## src/rtl/rotate_addr_gen.sv

```systemverilog
// rtl/rotate_addr_gen.sv - tile fill / rotate / drain address generator
// Optional source-column mirroring is compiled in with `define RAG_MIRROR_EN.
module rotate_addr_gen #(
    parameter int P_TILE  = 8,
    parameter int P_CH    = 3,
    parameter int P_LANES = 4,
    parameter int P_AW    = 8
) (
    input  logic                       I_RAG_HCLK,
    input  logic                       I_RAG_HRESET_N,
    input  logic                       I_RAG_START,
    input  logic [1:0]                 I_RAG_DEGREES,
    input  logic                       I_RAG_DIRECTION,
    input  logic                       I_RAG_BEAT_VALID,
`ifdef RAG_MIRROR_EN
    input  logic                       I_RAG_MIRROR,
`endif
    output logic [P_LANES*P_AW-1:0]    O_RAG_FILL_ADDR,
    output logic [P_CH*P_AW-1:0]       O_RAG_SRC_ADDR,
    output logic [P_CH*P_AW-1:0]       O_RAG_DST_ADDR,
    output logic                       O_RAG_ROT_VALID,
    output logic [P_LANES*P_AW-1:0]    O_RAG_DRAIN_ADDR,
    output logic                       O_RAG_BUSY,
    output logic                       O_RAG_DONE
);

    localparam int NBEAT = P_TILE * P_TILE * P_CH / P_LANES;
    localparam int CW    = $clog2(NBEAT + 1);
    localparam int RW    = $clog2(P_TILE + 1);

    typedef enum logic [2:0] {
        S_IDLE,
        S_FILL,
        S_ROTATE,
        S_DRAIN,
        S_DONE
    } state_t;

    state_t                  state_q, state_d;
    logic [1:0]              k_q, k_d;
    logic [CW-1:0]           beat_cnt_q, beat_cnt_d;
    logic [P_AW-1:0]         fill_base_q, fill_base_d;
    logic [P_AW-1:0]         drain_base_q, drain_base_d;
    logic [RW-1:0]           row_q, row_d;
    logic [RW-1:0]           col_q, col_d;
    logic [P_CH*P_AW-1:0]    src_q, src_d;
    logic [P_CH*P_AW-1:0]    dst_q, dst_d;
    logic                    rot_valid_q, rot_valid_d;
    logic                    busy_q, busy_d;
    logic                    done_q, done_d;
    logic                    addr_load;
    logic                    mirror_en;

    int                      out_r, out_c;
    int                      src_r, src_c;

`ifdef RAG_MIRROR_EN
    logic                    mirror_q, mirror_d;

    // Mirror select is captured with the rotation settings and held for the tile.
    always_ff @(posedge I_RAG_HCLK) begin
        if (!I_RAG_HRESET_N) begin
            mirror_q <= 1'b0;
        end else begin
            mirror_q <= mirror_d;
        end
    end

    // Latch mirror only when a tile is accepted.
    always_comb begin
        mirror_d = mirror_q;
        if (state_q == S_IDLE && I_RAG_START) begin
            mirror_d = I_RAG_MIRROR;
        end
    end

    assign mirror_en = mirror_q;
`else
    assign mirror_en = 1'b0;
`endif

    // State, counters and registered outputs.
    always_ff @(posedge I_RAG_HCLK) begin
        if (!I_RAG_HRESET_N) begin
            state_q      <= S_IDLE;
            k_q          <= 2'd0;
            beat_cnt_q   <= '0;
            fill_base_q  <= '0;
            drain_base_q <= '0;
            row_q        <= '0;
            col_q        <= '0;
            src_q        <= '0;
            dst_q        <= '0;
            rot_valid_q  <= 1'b0;
            busy_q       <= 1'b0;
            done_q       <= 1'b0;
        end else begin
            state_q      <= state_d;
            k_q          <= k_d;
            beat_cnt_q   <= beat_cnt_d;
            fill_base_q  <= fill_base_d;
            drain_base_q <= drain_base_d;
            row_q        <= row_d;
            col_q        <= col_d;
            src_q        <= src_d;
            dst_q        <= dst_d;
            rot_valid_q  <= rot_valid_d;
            busy_q       <= busy_d;
            done_q       <= done_d;
        end
    end

    // Phase sequencing, beat counting and the row-major output pixel scan.
    // row/col hold the pixel whose addresses are currently registered, so the
    // first pixel is loaded on the same edge that leaves FILL.
    always_comb begin
        state_d      = state_q;
        k_d          = k_q;
        beat_cnt_d   = beat_cnt_q;
        fill_base_d  = fill_base_q;
        drain_base_d = drain_base_q;
        row_d        = row_q;
        col_d        = col_q;
        rot_valid_d  = 1'b0;
        addr_load    = 1'b0;

        case (state_q)
            S_IDLE: begin
                if (I_RAG_START) begin
                    state_d = S_FILL;
                    k_d     = I_RAG_DIRECTION ? (2'd0 - I_RAG_DEGREES) : I_RAG_DEGREES;
                end
            end
            S_FILL: begin
                if (I_RAG_BEAT_VALID) begin
                    if (beat_cnt_q == CW'(NBEAT - 1)) begin
                        state_d     = S_ROTATE;
                        beat_cnt_d  = '0;
                        fill_base_d = '0;
                        row_d       = '0;
                        col_d       = '0;
                        addr_load   = 1'b1;
                        rot_valid_d = 1'b1;
                    end else begin
                        beat_cnt_d  = beat_cnt_q + 1'b1;
                        fill_base_d = fill_base_q + P_AW'(P_LANES);
                    end
                end
            end
            S_ROTATE: begin
                if (row_q == RW'(P_TILE - 1) && col_q == RW'(P_TILE - 1)) begin
                    state_d = S_DRAIN;
                    row_d   = '0;
                    col_d   = '0;
                end else begin
                    if (col_q == RW'(P_TILE - 1)) begin
                        col_d = '0;
                        row_d = row_q + 1'b1;
                    end else begin
                        col_d = col_q + 1'b1;
                    end
                    addr_load   = 1'b1;
                    rot_valid_d = 1'b1;
                end
            end
            S_DRAIN: begin
                if (I_RAG_BEAT_VALID) begin
                    if (beat_cnt_q == CW'(NBEAT - 1)) begin
                        state_d      = S_DONE;
                        beat_cnt_d   = '0;
                        drain_base_d = '0;
                    end else begin
                        beat_cnt_d   = beat_cnt_q + 1'b1;
                        drain_base_d = drain_base_q + P_AW'(P_LANES);
                    end
                end
            end
            S_DONE: begin
                state_d = S_IDLE;
            end
            default: begin
                state_d = S_IDLE;
            end
        endcase

        busy_d = (state_d == S_FILL) || (state_d == S_ROTATE) || (state_d == S_DRAIN);
        done_d = (state_d == S_DONE);
    end

    // Map the next output pixel to its clockwise-rotated source pixel and
    // expand both pixel indices to per-channel byte addresses.
    always_comb begin
        src_d = src_q;
        dst_d = dst_q;
        out_r = int'(row_d);
        out_c = int'(col_d);
        src_r = out_r;
        src_c = out_c;

        case (k_q)
            2'd1: begin
                src_r = P_TILE - 1 - out_c;
                src_c = out_r;
            end
            2'd2: begin
                src_r = P_TILE - 1 - out_r;
                src_c = P_TILE - 1 - out_c;
            end
            2'd3: begin
                src_r = out_c;
                src_c = P_TILE - 1 - out_r;
            end
            default: begin
                src_r = out_r;
                src_c = out_c;
            end
        endcase

        if (mirror_en) begin
            src_c = P_TILE - 1 - src_c;
        end

        if (addr_load) begin
            for (int ch = 0; ch < P_CH; ch++) begin
                src_d[ch*P_AW +: P_AW] = P_AW'(P_CH * (src_r * P_TILE + src_c) + ch);
                dst_d[ch*P_AW +: P_AW] = P_AW'(P_CH * (out_r * P_TILE + out_c) + ch);
            end
        end
    end

    // Lane i of each AHB beat addresses base + i.
    for (genvar i = 0; i < P_LANES; i++) begin : g_lane
        assign O_RAG_FILL_ADDR[i*P_AW +: P_AW]  = fill_base_q + P_AW'(i);
        assign O_RAG_DRAIN_ADDR[i*P_AW +: P_AW] = drain_base_q + P_AW'(i);
    end

    assign O_RAG_SRC_ADDR  = src_q;
    assign O_RAG_DST_ADDR  = dst_q;
    assign O_RAG_ROT_VALID = rot_valid_q;
    assign O_RAG_BUSY      = busy_q;
    assign O_RAG_DONE      = done_q;

endmodule

```

## config.mk

```make
export PLATFORM = sky130hd
export DESIGN_NAME = rotate_addr_gen
export DESIGN_NICKNAME = d
export VERILOG_FILES = /design/src/rtl/rotate_addr_gen.sv
export SDC_FILE = /design/constraint.sdc
export NUM_CORES = 1
export LEC_CHECK = 0
export CORE_ASPECT_RATIO = 1.5
export CORE_MARGIN = 4
export CORE_UTILIZATION = 50
export DETAILED_ROUTE_END_ITERATION = 7
export PLACE_DENSITY = 0.81
export SLEW_MARGIN = 20
export SYNTH_ARGS = -nofsm -noshare
export SYNTH_HDL_FRONTEND = slang
export SYNTH_SLANG_ARGS = --single-unit
```

## constraint.sdc

```tcl
create_clock -name I_RAG_HCLK -period 6.3 [get_ports I_RAG_HCLK]
set_input_delay 1.26 -clock I_RAG_HCLK [delete_from_list [all_inputs] [get_ports I_RAG_HCLK]]
set_output_delay 1.26 -clock I_RAG_HCLK [all_outputs]
set_load 0.05 [all_outputs]
```

## Yosys cells after proc, flatten, opt, wreduce, memory -nomap -nowiden

Index checks and enable logic that the tools add are counted.

- Reductions and logical operators: 9
- Multipliers: 2
- Multiplexer cells: 27
- $add $sub $neg: 20
- Equal/unequal tests: 13

Operators by type and width:

| cell | count |
|---|---|
| $pmux W32 S3 | 1 |
| $pmux W29 S3 | 1 |
| $add A8 B2 Y8 const B | 7 |
| $add A32 B32 Y32 | 1 |
| $mul A3 B32 Y8 const A | 1 |
| $mux W4 | 8 |
| $add A8 B3 Y8 const B | 3 |
| $mux W3 | 6 |
| $add A8 B1 Y8 const B | 2 |
| $mux W8 | 2 |
| $pmux W4 S2 | 2 |
| $eq A3 B2 Y1 const B | 4 |
| $pmux W3 S4 | 1 |
| $sub A3 B4 Y5 const A | 2 |
| $add A4 B1 Y4 const B | 2 |
| $add A7 B4 Y8 | 1 |
| $eq A4 B3 Y1 const B | 2 |
| $mul A2 B8 Y8 const A | 1 |
| $reduce_and A2 Y1 | 4 |
| $add A6 B1 Y6 const B | 1 |
| $eq A3 B1 Y1 const B | 2 |
| $eq A6 B6 Y1 const B | 1 |
| $mux W6 | 1 |
| $eq A2 B2 Y1 const B | 2 |
| 10 further kinds | 13 |

- Input port bits: 7
- Flip-flop bits (word level): 86

## Depth between registers and ports, before layout

- Word-level depth: 9
- Depth in mapped cells: 21

## Worst setup path after synthesis

No wires, ideal clock.

- Path type: input port to flip-flop
- From: in I_RAG_BEAT_VALID
- To: reg src_q[22], in the netlist O_RAG_SRC_ADDR[22]
- Buffers on the path: 0
- Required time: 6.241 ns
- Arrival time: 4.958 ns
- Path slack: 1.283 ns
- Stages on the path: 18
- Cell sequence: nand4bb_1 > nor3_1 > o21a_1 > inv_1 > nand2_1 > o21ai_0 > xnor2_1 > inv_1 > fa_1 > inv_1 > ha_1 > ha_1 > a21oi_1 > xnor2_1 > nand4_1 > or3_1 > nand3_1 > o211a_1

- Cells in the longest elaborated chain, start to end: 7
- Elaborated cells between the ends (all ways): 13
- Those cells by class: add/sub: 4; mul: 1; mux: 8

Ends and longest elaborated chain:

| item | line | RTL |
|---|---|---|
| start, declared | 14 | `input logic I_RAG_BEAT_VALID,` |
| $mux W4 (*) | 135 | `if (I_RAG_BEAT_VALID) begin` |
| $pmux W4 S2 (*) | 127 | `case (state_q)` |
| net col_d[1] | 45 | `logic [RW-1:0] col_q, col_d;` |
| $sub A3 B4 Y5 | 202, 207 |  |
| $pmux W32 S3 / $pmux W29 S3 (equally long branches) | 200 | `case (k_q)` |
| $add A32 B32 Y32 (*) | 225 | `src_d[ch*P_AW +: P_AW] = P_AW'(P_CH * (src_r * P_TILE + src_c) + ch);` |
| $mul A3 B32 Y8 (*) | 225 |  |
| $add A8 B3 Y8 (*) | 225 |  |
| end signal, assigned | 105 | `src_q <= src_d;` |
| end, declared | 46 | `logic [P_CH*P_AW-1:0] src_q, src_d;` |

The timed path passes the listed nets; every way through them passes the cells marked *.
A chain may end at the register's enable or synchronous reset.

## Worst setup path after layout

- From: in I_RAG_BEAT_VALID
- To: reg src_q[14], in the netlist O_RAG_SRC_ADDR[14]

- Cells in the longest elaborated chain, start to end: 7
- Elaborated cells between the ends (all ways): 13
- Those cells by class: add/sub: 4; mul: 1; mux: 8

Ends and longest elaborated chain:

| item | line |
|---|---|
| $mux W4 (*) | 135 |
| $pmux W4 S2 (*) | 127 |
| net col_d[1] | 45 |
| $sub A3 B4 Y5 | 202, 207 |
| $pmux W32 S3 / $pmux W29 S3 (equally long branches) | 200 |
| $add A32 B32 Y32 (*) | 225 |
| $mul A3 B32 Y8 (*) | 225 |
| $add A8 B2 Y8 (*) | 225 |

Marked as above.

==> results.sh <==
export IMPL_chipHeight_um=129.7
export IMPL_grt_overflow=0
export IMPL_synth_compound_area_share_pct=15.15
export IMPL_hold_start="O_RAG_SRC_ADDR[2]"
export IMPL_vias_per_cell=5.448
export IMPL_tns_ns=0
export IMPL_drc=0
export IMPL_root_buffer="clkbuf_16"
export IMPL_syn_cell_area_sq_um=4940
export IMPL_max_slew_worst_pin_slew_ns=0.9032
export IMPL_p_seq_share_pct=42.4
export IMPL_synth_edff_count=0
export IMPL_drt_iter0_markers=182
export IMPL_p_leak_nw=2.683
export IMPL_synthMuxAreaShare_pct=1.697
export IMPL_peakVddDrop_mv=0.1684
export IMPL_port_buffers=105
export IMPL_r2r_end="O_RAG_SRC_ADDR[14]"
export IMPL_critPathKind="in2reg"
export IMPL_drtAntennaViolNets=0
export IMPL_first_pass_iters=4
export IMPL_cts_buffer_depth=2
export IMPL_fin_worst_skew_ns=0.007997
export IMPL_p_clk_share_pct=45.0
export IMPL_slew_headroom_pct=38.84
export IMPL_cap_viol_max_count=0
export IMPL_required_ns=6.59
export IMPL_die_w_um=89.16
export IMPL_status="completed"
export IMPL_synth_area_per_cell_sq_um=8.531
export IMPL_worstSkewPairLatency_ns=0.35
export IMPL_syn2layout_area_growth_pct=22.72
export IMPL_antenna_found_initial=0
export IMPL_num_antenna_cells=0
export IMPL_crit_path_max_incr_delay_ns=0.58
export IMPL_nets=678
export IMPL_synth_flop_cell="dfxtp_1"
export IMPL_critPathSlowestCell="clkdlybuf4s50_1"
export IMPL_setup_worst_path_start_class="primary input"
export IMPL_finalCritPeriodShare_pct=88.55
export IMPL_synth_adder_area_share_pct=9.321
export IMPL_fin_crit_ns=5.579
export IMPL_cts_htree_levels=3
export IMPL_die_area_sq_um=11570
export IMPL_crit_top_cell="xnor2_1"
export IMPL_worstHoldPathType="reg2reg"
export IMPL_synth_top_family_by_area="simple AND/OR/NAND/NOR gates"
export IMPL_power_frac_comb_pct=12.6
export IMPL_critPathCaptureType="flop"
export IMPL_switching_share_pct=28.03
export IMPL_grt_pass1_vias=3961
export IMPL_clock_sinks=80
export IMPL_post_cts_resized=0
export IMPL_start_util_pct=50.98
export IMPL_crit_family="simple AND/OR/NAND/NOR gates"
export IMPL_max_clock_freq_ghz=0.1793
export IMPL_grt_total_usage_pct=20.82
export IMPL_ys_types=60
export IMPL_synth_simple_area_share_pct=20.72
export IMPL_finalPower_w=0.001216
export IMPL_hold_violations=0
export IMPL_hpwlAfterDp_um=8711
export IMPL_ys_seq_area_share_pct=32.42
export IMPL_num_rows=44
export IMPL_r2r_cells=16
export IMPL_path_clk_slew_ns=0.06
export IMPL_worst_path_max_fanout=7
export IMPL_setup_viol=0
export IMPL_ys_ff_latch=80
export IMPL_dr_total_vias=4119
export IMPL_crit_chain="clkdlybuf4s50_1 -> nand4bb_1 -> nor3_1 -> o21a_1 -> inv_1 -> nand2_1 -> o21ai_0 -> xnor2_1 -> inv_1 -> fa_1 -> xnor2_1 -> ha_1 -> ha_1 -> xnor2_1 -> nand4_1 -> or3_1 -> nand3_1 -> o211a_1"
export IMPL_powerDensity_nw_per_um2=200.7
export IMPL_layout_cells_non_filler=756
export IMPL_placed_cells_incl_taps=740
export IMPL_p_sw_w=0.0003409
export IMPL_final_setup_worst_slack_ns=0.7213
export IMPL_place_ws_ns=0.4132
export IMPL_ys_warnings_count=0
export IMPL_core_area_sq_um=9689
export IMPL_async_flop_share_pct=0
export IMPL_ios=122
export IMPL_grt_max_degree=69
export IMPL_arrival_ns=5.87
export IMPL_rsz0062_at_grt="false"
export IMPL_synthXorXnorAreaFrac_pct=9.600
export IMPL_reg2reg_from="state_q[1]"
export IMPL_drv_slew=0
export IMPL_cts_tree="built"
export IMPL_crit_buf_inv=3
export IMPL_wirelength_um=11730
export IMPL_ff2ff_setup_slack_ns=1.28
export IMPL_syn_inst=579
export IMPL_postCtsSetupBuffers=0
export IMPL_cts_buffers_inserted=9
export IMPL_place_congestion=0.8773
export IMPL_grt_pass1_wl_um=18930
export IMPL_fillers=834
export IMPL_post_drt_wl_per_cell_um=15.51
export IMPL_hold_depth=2
export IMPL_drive_gt1_share_pct=4.836
export IMPL_holdPathEnd="O_RAG_SRC_ADDR[2]"
export IMPL_postCtsHoldBufs=0
export IMPL_internal_power_w=0.0008755
-- logic make-up (layout without fill, tap and decap cells) --
kind of cell	Yosys count	after routing
multiplexers	8	8
flip-flops	80	80
XOR/XNOR	51	51
adder cells (fa/ha/maj)	35	35
buffers and inverters	98	146
AND/OR/NAND/NOR	202	202
other	2	16
AO/OA/AOI/OAI	103	103
-- routing by layer --
| layer | global-route usage [%] | routed length (um) |
|---|---|---|
| met1 | 22.73 | 4407 |
| met2 | 36.13 | 5994 |
| met3 | 5.938 | 868 |
| met4 | 10.34 | 455 |
| met5 | 0 | 0 |
-- cell usage after synthesis (2+ instances only) --
master / n / share of area, %
dfxtp_1: 80 / 32
nand2_1: 78 / 5.9
buf_4: 41 / 6.2
ha_1: 32 / 8.1
clkbuf_1: 29 / 2.2
nor2_1: 28 / 2.1
xnor2_1: 26 / 4.6
xor2_1: 23 / 4.1
nand3_1: 22 / 2.2
inv_1: 21 / 1.6
a21oi_1: 20 / 2.0
o21ai_0: 18 / 1.8
a21boi_0: 17 / 2.6
o211a_1: 17 / 3.4
and2_1: 13 / 1.6
and3_1: 9 / 1.1
a21o_1: 8 / 1.2
nor2b_1: 8 / 1.0
nor3b_1: 8 / 1.2
nor3_1: 6 / 0.61
or3_1: 6 / 0.76
mux2i_1: 5 / 1.0
nand4_1: 5 / 0.63
nand4b_1: 4 / 0.71
fa_1: 3 / 1.2
mux2_2: 3 / 0.68
nand2b_1: 3 / 0.38
nand3b_1: 3 / 0.46
o211ai_1: 3 / 0.46
o311ai_0: 3 / 0.53
a22oi_1: 2 / 0.30
buf_1: 2 / 0.15
buf_2: 2 / 0.20
buf_6: 2 / 0.46
conb_1: 2 / 0.15
o21bai_1: 2 / 0.30
xnor3_1: 2 / 0.91
-- flip-flops by register name (all words and copies together), names as in the netlist, 3 cells and up --
register	flops
O_RAG_SRC_ADDR	23
beat_cnt_q	6
drain_base_q	6
row_q	4
fill_base_q	6
O_RAG_DST_ADDR	23
state_q	3
col_q	4
-- metrics by stage --
step	utilization (%)	cell area (sq um)	hold WS, ns
3_5_place_dp	59.35	5751	0.4558
5_1_grt	62.56	6062	0.4962
4_1_cts	62.56	6062	0.4647
6_report	62.56	6062	0.4691
2_1_floorplan	-	4992	0.4610
3_3_place_gp	59.35	5751	0.4517
-- placed cells by master, fill, tap and decap left out, types with 5 or more instances in the layout --
| master | Yosys | routed |
|---|---|---|
| clkdlybuf4s50_1 | 0 | 104 |
| dfxtp_1 | 80 | 80 |
| nand2_1 | 78 | 78 |
| ha_1 | 32 | 32 |
| nor2_1 | 28 | 28 |
| xnor2_1 | 26 | 26 |
| xor2_1 | 23 | 23 |
| nand3_1 | 22 | 22 |
| inv_1 | 21 | 21 |
| a21oi_1 | 20 | 20 |
| o21ai_0 | 18 | 18 |
| a21boi_0 | 17 | 17 |
| o211a_1 | 17 | 17 |
| conb_1 | 2 | 16 |
| and2_1 | 13 | 13 |
| and3_1 | 9 | 9 |
| clkbuf_16 | 0 | 9 |
| nor3b_1 | 8 | 8 |
| a21o_1 | 8 | 8 |
| nor2b_1 | 8 | 8 |
| nor3_1 | 6 | 6 |
| or3_1 | 6 | 6 |
| mux2i_1 | 5 | 5 |
| nand4_1 | 5 | 5 |
-- final cells by class --
type	instances	area, sq um	area share, %
repair buffers	109	1076	17.75
clock inverters	7	86.33	1.424
multi-input cells	415	2850	47.02
flip-flops and latches	80	1602	26.42
well taps	115	143.9	2.374
inverters	21	78.83	1.300
clock buffers	9	225.2	3.715
-- power by group through the flow --
stage	sequential [W]	clock, W	combinational (W)
after floorplan	0.000527	0	0.000127
after global placement	0.000526	0	0.000147
after detailed placement	0.000527	0	0.000151
after CTS	0.000515	0.000559	0.000152
after global routing	0.000516	0.000581	0.000165
final	0.000515	0.000548	0.000154
-- worst register-to-register path, delay by kind of cell (launching register included) --
family,cells,cell delay [ns]
AOI/OAI and AO/OA,3,0.89
xor gates and xnor gates,3,0.84
adders and majority gates,4,1.20
buffers and inverters,1,0.05
DFF,1,0.57
muxes,1,0.10
and+or+nand+nor,4,1.30
-- worst max-delay path by stage --
stage	start	end	slack [ns]	cells past startpoint
CTS	I_RAG_BEAT_VALID	O_RAG_SRC_ADDR[15]	0.74	20
global route	I_RAG_BEAT_VALID	O_RAG_SRC_ADDR[14]	0.22	18
global placement	I_RAG_BEAT_VALID	O_RAG_SRC_ADDR[22]	0.65	18
detailed placement	I_RAG_BEAT_VALID	O_RAG_SRC_ADDR[15]	0.41	20
finish	I_RAG_BEAT_VALID	O_RAG_SRC_ADDR[14]	0.72	18
floorplan	I_RAG_BEAT_VALID	O_RAG_SRC_ADDR[22]	1.28	18
No activity file was read; power rests on OpenSTA's default activity.
